==> src/rtl/pd_tx_pkg.sv <==
// Shared types and constants for the PD transmit scheduler.
// Optional build macro: PD_TX_WATCHDOG_EN (see pd_tx_scheduler).
package pd_tx_pkg;

  typedef enum logic [2:0] {
    S_IDLE,
    S_LOAD,
    S_START,
    S_WAIT,
    S_DONE
  } state_t;

  typedef enum logic [1:0] {
    SRC_GCRC,
    SRC_HR,
    SRC_PE
  } src_t;

  localparam logic [2:0] SOP_T      = 3'd0;
  localparam logic [2:0] SOP_P      = 3'd1;
  localparam logic [2:0] SOP_PP     = 3'd2;
  localparam logic [2:0] HARD_RESET = 3'd5;

  localparam logic [1:0] ST_SUCCESS   = 2'b00;
  localparam logic [1:0] ST_FAILED    = 2'b01;
  localparam logic [1:0] ST_DISCARDED = 2'b10;
  localparam logic [1:0] ST_TIMEOUT   = 2'b11;

  localparam logic [1:0] RETRY_CNT = 2'b11;
  localparam int         MSGID_LSB = 1;

  function automatic logic [7:0] stamp_msgid(
    input logic [7:0] hdr,
    input logic [2:0] id
  );
    logic [7:0] h;
    h = hdr;
    h[MSGID_LSB +: 3] = id;
    return h;
  endfunction

endpackage

==> src/rtl/pd_msgid_counters.sv <==
// Per-SOP MessageID counters (SOP, SOP', SOP'').
// Increment one counter by SOP index, or clear all three.
module pd_msgid_counters
  import pd_tx_pkg::*;
(
  input  logic       CLK,
  input  logic       reset,
  input  logic       inc,
  input  logic [1:0] inc_sop,
  input  logic       clear_all,
  input  logic [1:0] sel,
  output logic [2:0] sel_id
);

  logic [2:0] cnt_t;
  logic [2:0] cnt_p;
  logic [2:0] cnt_pp;

  always_ff @(posedge CLK) begin
    if (reset || clear_all) begin
      cnt_t  <= '0;
      cnt_p  <= '0;
      cnt_pp <= '0;
    end else if (inc) begin
      case (inc_sop)
        SOP_T[1:0]:  cnt_t  <= cnt_t + 3'd1;
        SOP_P[1:0]:  cnt_p  <= cnt_p + 3'd1;
        SOP_PP[1:0]: cnt_pp <= cnt_pp + 3'd1;
        default: ;
      endcase
    end
  end

  always_comb begin
    sel_id = '0;
    case (sel)
      SOP_T[1:0]:  sel_id = cnt_t;
      SOP_P[1:0]:  sel_id = cnt_p;
      SOP_PP[1:0]: sel_id = cnt_pp;
      default:     sel_id = '0;
    endcase
  end

endmodule

==> src/rtl/pd_tx_scheduler.sv <==
// Fixed-priority arbiter/sequencer in front of PRL Tx.
// Define PD_TX_WATCHDOG_EN to enable the WAIT-state timeout.
module pd_tx_scheduler
  import pd_tx_pkg::*;
#(
  parameter int TIMEOUT_CYCLES = 1024
) (
  input  logic        CLK,
  input  logic        reset,
  input  logic        gcrc_req,
  input  logic [2:0]  gcrc_sop,
  input  logic [2:0]  gcrc_msgid,
  output logic        gcrc_ack,
  input  logic        hr_req,
  output logic        hr_ack,
  output logic        hr_done,
  input  logic        pe_req,
  input  logic [2:0]  pe_sop,
  input  logic [7:0]  pe_byte_count,
  input  logic [7:0]  pe_header_low,
  input  logic [7:0]  pe_header_high,
  output logic        pe_ack,
  output logic        pe_done,
  output logic [1:0]  pe_status,
  input  logic        rx_busy,
  output logic [15:0] TRANSMIT,
  output logic [7:0]  TRANSMIT_BYTE_COUNT,
  output logic [7:0]  TRANSMIT_HEADER_LOW,
  output logic [7:0]  TRANSMIT_HEADER_HIGH,
  output logic [7:0]  TX_BUF_HEADER_BYTE_1,
  output logic        tx_start,
  input  logic        tx_success,
  input  logic        tx_failed,
  input  logic        tx_discarded
);

  state_t     state, state_nx;
  src_t       src;
  logic       pe_bad;
  logic [1:0] status;
  logic [1:0] outc_status;
  logic [2:0] pe_id;
  logic       grant_g, grant_h, grant_p, any_grant;
  logic       outcome, tmo;
  logic       id_inc, id_clr;

  assign grant_g   = gcrc_req;
  assign grant_h   = !gcrc_req && hr_req;
  assign grant_p   = !gcrc_req && !hr_req && pe_req && !rx_busy;
  assign any_grant = grant_g || grant_h || grant_p;
  assign outcome   = tx_failed || tx_discarded || tx_success;

  always_comb begin
    outc_status = ST_SUCCESS;
    if (tx_failed)         outc_status = ST_FAILED;
    else if (tx_discarded) outc_status = ST_DISCARDED;
  end

  assign id_inc = (state == S_DONE) && (src == SRC_PE) &&
                  (status == ST_SUCCESS) && !pe_bad;
  assign id_clr = (state == S_DONE) && (src == SRC_HR);

  pd_msgid_counters u_ids (
    .CLK       (CLK),
    .reset     (reset),
    .inc       (id_inc),
    .inc_sop   (TRANSMIT[1:0]),
    .clear_all (id_clr),
    .sel       (pe_sop[1:0]),
    .sel_id    (pe_id)
  );

`ifdef PD_TX_WATCHDOG_EN
  localparam int WDW = $clog2(TIMEOUT_CYCLES);
  logic [WDW-1:0] wdog;

  always_ff @(posedge CLK) begin
    if (reset || state != S_WAIT) wdog <= '0;
    else                          wdog <= wdog + 1'b1;
  end

  assign tmo = (state == S_WAIT) &&
               (wdog == WDW'(TIMEOUT_CYCLES - 1));
`else
  assign tmo = 1'b0;
`endif

  always_comb begin
    state_nx = state;
    gcrc_ack = 1'b0;
    hr_ack   = 1'b0;
    pe_ack   = 1'b0;
    hr_done  = 1'b0;
    pe_done  = 1'b0;
    tx_start = 1'b0;
    unique case (state)
      S_IDLE:  if (any_grant) state_nx = S_LOAD;
      S_LOAD: begin
        gcrc_ack = (src == SRC_GCRC);
        hr_ack   = (src == SRC_HR);
        pe_ack   = (src == SRC_PE);
        state_nx = pe_bad ? S_DONE : S_START;
      end
      S_START: begin
        tx_start = 1'b1;
        state_nx = S_WAIT;
      end
      S_WAIT:  if (outcome || tmo) state_nx = S_DONE;
      S_DONE: begin
        hr_done  = (src == SRC_HR);
        pe_done  = (src == SRC_PE);
        state_nx = S_IDLE;
      end
      default: state_nx = S_IDLE;
    endcase
  end

  always_ff @(posedge CLK) begin
    if (reset) begin
      state                <= S_IDLE;
      src                  <= SRC_GCRC;
      pe_bad               <= 1'b0;
      status               <= ST_SUCCESS;
      TRANSMIT             <= '0;
      TRANSMIT_BYTE_COUNT  <= '0;
      TRANSMIT_HEADER_LOW  <= '0;
      TRANSMIT_HEADER_HIGH <= '0;
    end else begin
      state <= state_nx;
      if (state == S_IDLE && any_grant) begin
        unique case (1'b1)
          grant_g: begin
            src                  <= SRC_GCRC;
            pe_bad               <= 1'b0;
            TRANSMIT             <= {13'd0, gcrc_sop};
            TRANSMIT_BYTE_COUNT  <= 8'd2;
            TRANSMIT_HEADER_LOW  <= 8'd0;
            TRANSMIT_HEADER_HIGH <= stamp_msgid(8'd0, gcrc_msgid);
          end
          grant_h: begin
            src                  <= SRC_HR;
            pe_bad               <= 1'b0;
            TRANSMIT             <= {13'd0, HARD_RESET};
            TRANSMIT_BYTE_COUNT  <= 8'd0;
            TRANSMIT_HEADER_LOW  <= 8'd0;
            TRANSMIT_HEADER_HIGH <= 8'd0;
          end
          grant_p: begin
            src                  <= SRC_PE;
            pe_bad               <= (pe_sop > SOP_PP);
            TRANSMIT             <= {10'd0, RETRY_CNT, 1'b0, pe_sop};
            TRANSMIT_BYTE_COUNT  <= pe_byte_count;
            TRANSMIT_HEADER_LOW  <= pe_header_low;
            TRANSMIT_HEADER_HIGH <= stamp_msgid(pe_header_high, pe_id);
          end
          default: ;
        endcase
      end
      if (state == S_LOAD && pe_bad) status <= ST_FAILED;
      if (state == S_WAIT) begin
        if (outcome)  status <= outc_status;
        else if (tmo) status <= ST_TIMEOUT;
      end
    end
  end

  assign pe_status            = status;
  assign TX_BUF_HEADER_BYTE_1 = TRANSMIT_HEADER_HIGH;

endmodule

==> config.mk <==
export PLATFORM = sky130hd
export DESIGN_NAME = pd_tx_scheduler
export DESIGN_NICKNAME = d
export VERILOG_FILES = /design/src/rtl/pd_tx_pkg.sv /design/src/rtl/pd_msgid_counters.sv /design/src/rtl/pd_tx_scheduler.sv
export SDC_FILE = /design/constraint.sdc
export NUM_CORES = 1
export LEC_CHECK = 0
export CAP_MARGIN = 20
export CORE_UTILIZATION = 41
export CTS_CLUSTER_SIZE = 10
export DETAILED_ROUTE_END_ITERATION = 12
export PLACE_DENSITY_LB_ADDON = 0.05
export SLEW_MARGIN = 20
export SYNTH_ARGS = -nofsm -noshare
export SYNTH_HDL_FRONTEND = slang
export SYNTH_SLANG_ARGS = --single-unit
==> constraint.sdc <==
create_clock -name CLK -period 1.88 [get_ports CLK]
set_input_delay 0.564 -clock CLK [delete_from_list [all_inputs] [get_ports CLK]]
set_output_delay 0.564 -clock CLK [all_outputs]
set_load 0.02 [all_outputs]
==> impl_metrics.ini <==
[sta]
rsz0062_at_grt = yes
clock_skew_ns = 0.00313
period_needed_ns = 1.85
max_slew_margin_pct = 52.9
setup_tns_ns = 0
final_max_slew_viol_count = 0
setup_violations = 0
tightest_slew_ns = 0.706
fin_crit_sh_pct = 98.5
fmax_ghz = 0.540
hold_viol = 0
fin_ws_ns = 0.0290
whs_ns = 0.462

[power]
switching_share_pct = 27.8
seqPwrFrac_pct = 45.6
pwr-share-comb_pct = 25.7
clockPowerShare_pct = 28.8
leakagePower_uw = 0.00138
vdd_drop_max_mv = 0.341
switchingPower_uw = 610
power_density_nw_per_um2 = 678
cellInternalPower_uw = 1590

[drt]
wl_per_cell_microns = 12.8
firstDrtPassIters = 4
route.detailed.drc = 0
num_vias = 1963
via_per_inst = 4.94
drt-total-wl_microns = 5090
ant_nets = 0
drtIter0Drc = 48

[clock_tree]
ctsHtreeMaxLevel = 2
cts.path.max_buffers = 2
cts_inserted_buffers = 5
path_clk_slew_ns = 0.08
clock-root-buffer = clkbuf_8
cts_sinks = 44
cts_tree = yes
clock_latency_ns = 0.29

[grt]
grt_overflow = 0
grt_max_degree = 26
grt_pass1_vias = 1728
grt_pass1_wl_microns = 7940
grt_usage_pct = 19.3
antenna_found_initial = 0

[final_layout]
layout_commonest_cell = clkdlybuf4s50_1
utilization_pct = 67.7
fin_nets = 375
final_cell_mix = clkdlybuf4s50_1 (67), nor2_1 (42), dfxtp_1 (41)
post-route-cell-area_sq_um = 3240
syn2layout_area_growth_pct = 55.9
multi_input_area_sq_um = 1070
final_layout_size_suffix_gt1_share_pct = 20.9
seq_area_sq_um = 887
n_antenna_cell = 0
nFillCells = 410

[logic_synthesis]
async_flop_share_pct = 0
yosysSeqAreaShare_pct = 42.4
syn_area_sq_um = 2080
synthCells = 227
synth.avg_cell_area_sq_um = 9.16
yosys_warnings = 0
synth_top_family_by_area = simple AND/OR/NAND/NOR gates
ys_ff_latch = 44
synth-simple-area-share_pct = 22.8
yosysUniqueCellTypes = 41
synth_adder_area_share_pct = 1.81
synth_xor_area_share_pct = 1.26
muxShareOfSynthArea_pct = 3.37
synth-compound-area-share_pct = 18.2
synth_top_flop_cell = dfxtp_1
synth_edf_count = 0

[worst_setup_path]
slowest_delay_ns = 0.57
slowest_stage = or4b_4
crit_buf_inv = 1
crit_path_start_kind = flip-flop
path_delay_family = simple AND/OR/NAND/NOR gates
cp.arrival_ns = 2.01
cp_max_fo = 4
crit_path_end_kind = flip-flop
worstPathCellList = buf_6 -> or4b_4 -> nor4b_4 -> mux2i_1 -> nor2_1
path_class = flip-flop to flip-flop
cp.required_ns = 2.04

[floorplan]
die_h_microns = 73.2
rows = 25
die_w_microns = 73.2
die_area_sq_um = 5360
start_util_pct = 43.5
core_sq_um = 4790
ios = 98

[place]
gp_congestion = 0.792
placed_area_sq_um = 3060
hpwlAfterDp_microns = 3740
io_buffer_count = 83
detailedPlace.worstSlack_ns = -0.254

[job]
maxCapViolCount = 0

[min_path]
min_path_type = flip-flop to flip-flop

[run_status]
status = finished, final reports clean
==> path summary, 6_finish.rpt <==
check | startpoint | end | slack (ns) | depth (start not counted)
max reg2reg | state[1]$_SDFFE_PP0P_ | u_ids.cnt_p[1]$_SDFFE_PP0P_ | 0.03 | 5
max | state[1]$_SDFFE_PP0P_ | u_ids.cnt_p[1]$_SDFFE_PP0P_ | 0.03 | 5
min | TRANSMIT_BYTE_COUNT[1]$_SDFFE_PP0P_ | TRANSMIT_BYTE_COUNT[1]$_SDFFE_PP0P_ | 0.46 | 2
min reg2reg | TRANSMIT_BYTE_COUNT[1]$_SDFFE_PP0P_ | TRANSMIT_BYTE_COUNT[1]$_SDFFE_PP0P_ | 0.46 | 2
==> state kept, by name, summed over array words and instances, names as in the netlist, 2 cells and up <==
register,cells
TRANSMIT_HEADER_LOW,8
TRANSMIT_BYTE_COUNT,8
state,3
TRANSMIT,4
u_ids.cnt_pp,3
u_ids.cnt_p,3
pe_status,2
u_ids.cnt_t,3
TRANSMIT_HEADER_HIGH,8
==> cells by family (layout without fill, tap and decap cells) <==
| family | Yosys count | in the layout |
|---|---|---|
| xor gates and xnor gates | 3 | 3 |
| muxes | 7 | 7 |
| AOI/OAI and AO/OA | 52 | 52 |
| DFF | 44 | 44 |
| adders and majority gates | 3 | 3 |
| and+or+nand+nor | 83 | 83 |
| buffers and inverters | 34 | 127 |
| other | 1 | 11 |
==> synth_stat cells (2+ instances only) <==
library cell	number	area share, %
dfxtp_1	44	42
nor2_1	43	7.8
a22oi_1	22	7.9
buf_4	21	7.6
clkbuf_1	10	1.8
a21oi_1	9	2.2
mux2i_1	7	3.4
nor2b_1	7	2.1
nor3_1	7	1.7
a221oi_1	4	1.7
ha_1	3	1.8
nand2_1	3	0.54
nand2b_1	3	0.90
nand3b_1	3	1.1
o21ai_0	3	0.72
o2bb2ai_1	3	1.3
xnor2_1	3	1.3
a2111oi_0	2	0.84
a21bo_2	2	0.96
and2_1	2	0.60
buf_2	2	0.48
nor4_4	2	2.0
nor4bb_1	2	0.96
or2_2	2	0.60
or4b_4	2	1.3
==> final cells by class <==
cell class	instances	share of cell area [%]
multi-input combinational	159	33.0
tap	67	2.59
inverter	1	0.116
clock buffer	7	2.97
sequential	44	27.4
timing repair buffer	119	34.0
==> per-layer routing <==
metal | up-vias | wire length, microns | global-route usage (%)
li1 | 985 | - | -
met1 | 897 | 2270 | 24.9
met2 | 75 | 2380 | 30.3
met3 | 6 | 373 | 6.35
met4 | 0 | 60 | 6.54
met5 | - | 0 | 0
==> power groups by stage <==
stage	Clock, uW	Sequential [uW]	Combinational (uW)
finish	632	1000	564
global route	684	1010	609
global placement	0	1020	535
detailed placement	0	1020	537
floorplan	0	1060	244
CTS	654	1000	533
==> what timing repair did <==
item / in CTS / in global routing
hold endpoints to repair: 0 / 0
setup endpoints to repair: 10 / 47
gates cloned: 0 / 0
pin swaps: 1 / 7
hold buffers: 0 / 0
gates resized for setup: 27 / 26
buffers inserted: 0 / 5
==> worst min-delay path: cells and delay by family, from the launching register on <==
family | cells | cell delay (ns)
AND/OR/NAND/NOR | 1 | 0.05
flip-flops | 1 | 0.32
AO/OA/AOI/OAI | 1 | 0.05
==> per-stage QoR <==
step | power, uW | instances
6_report | 2200 | 397
5_1_grt | 2300 | 397
4_1_cts | 2190 | 392
3_5_place_dp | 1560 | 385
3_3_place_gp | 1560 | 385
2_1_floorplan | 1300 | 237
(Power assumes the default switching activity.)
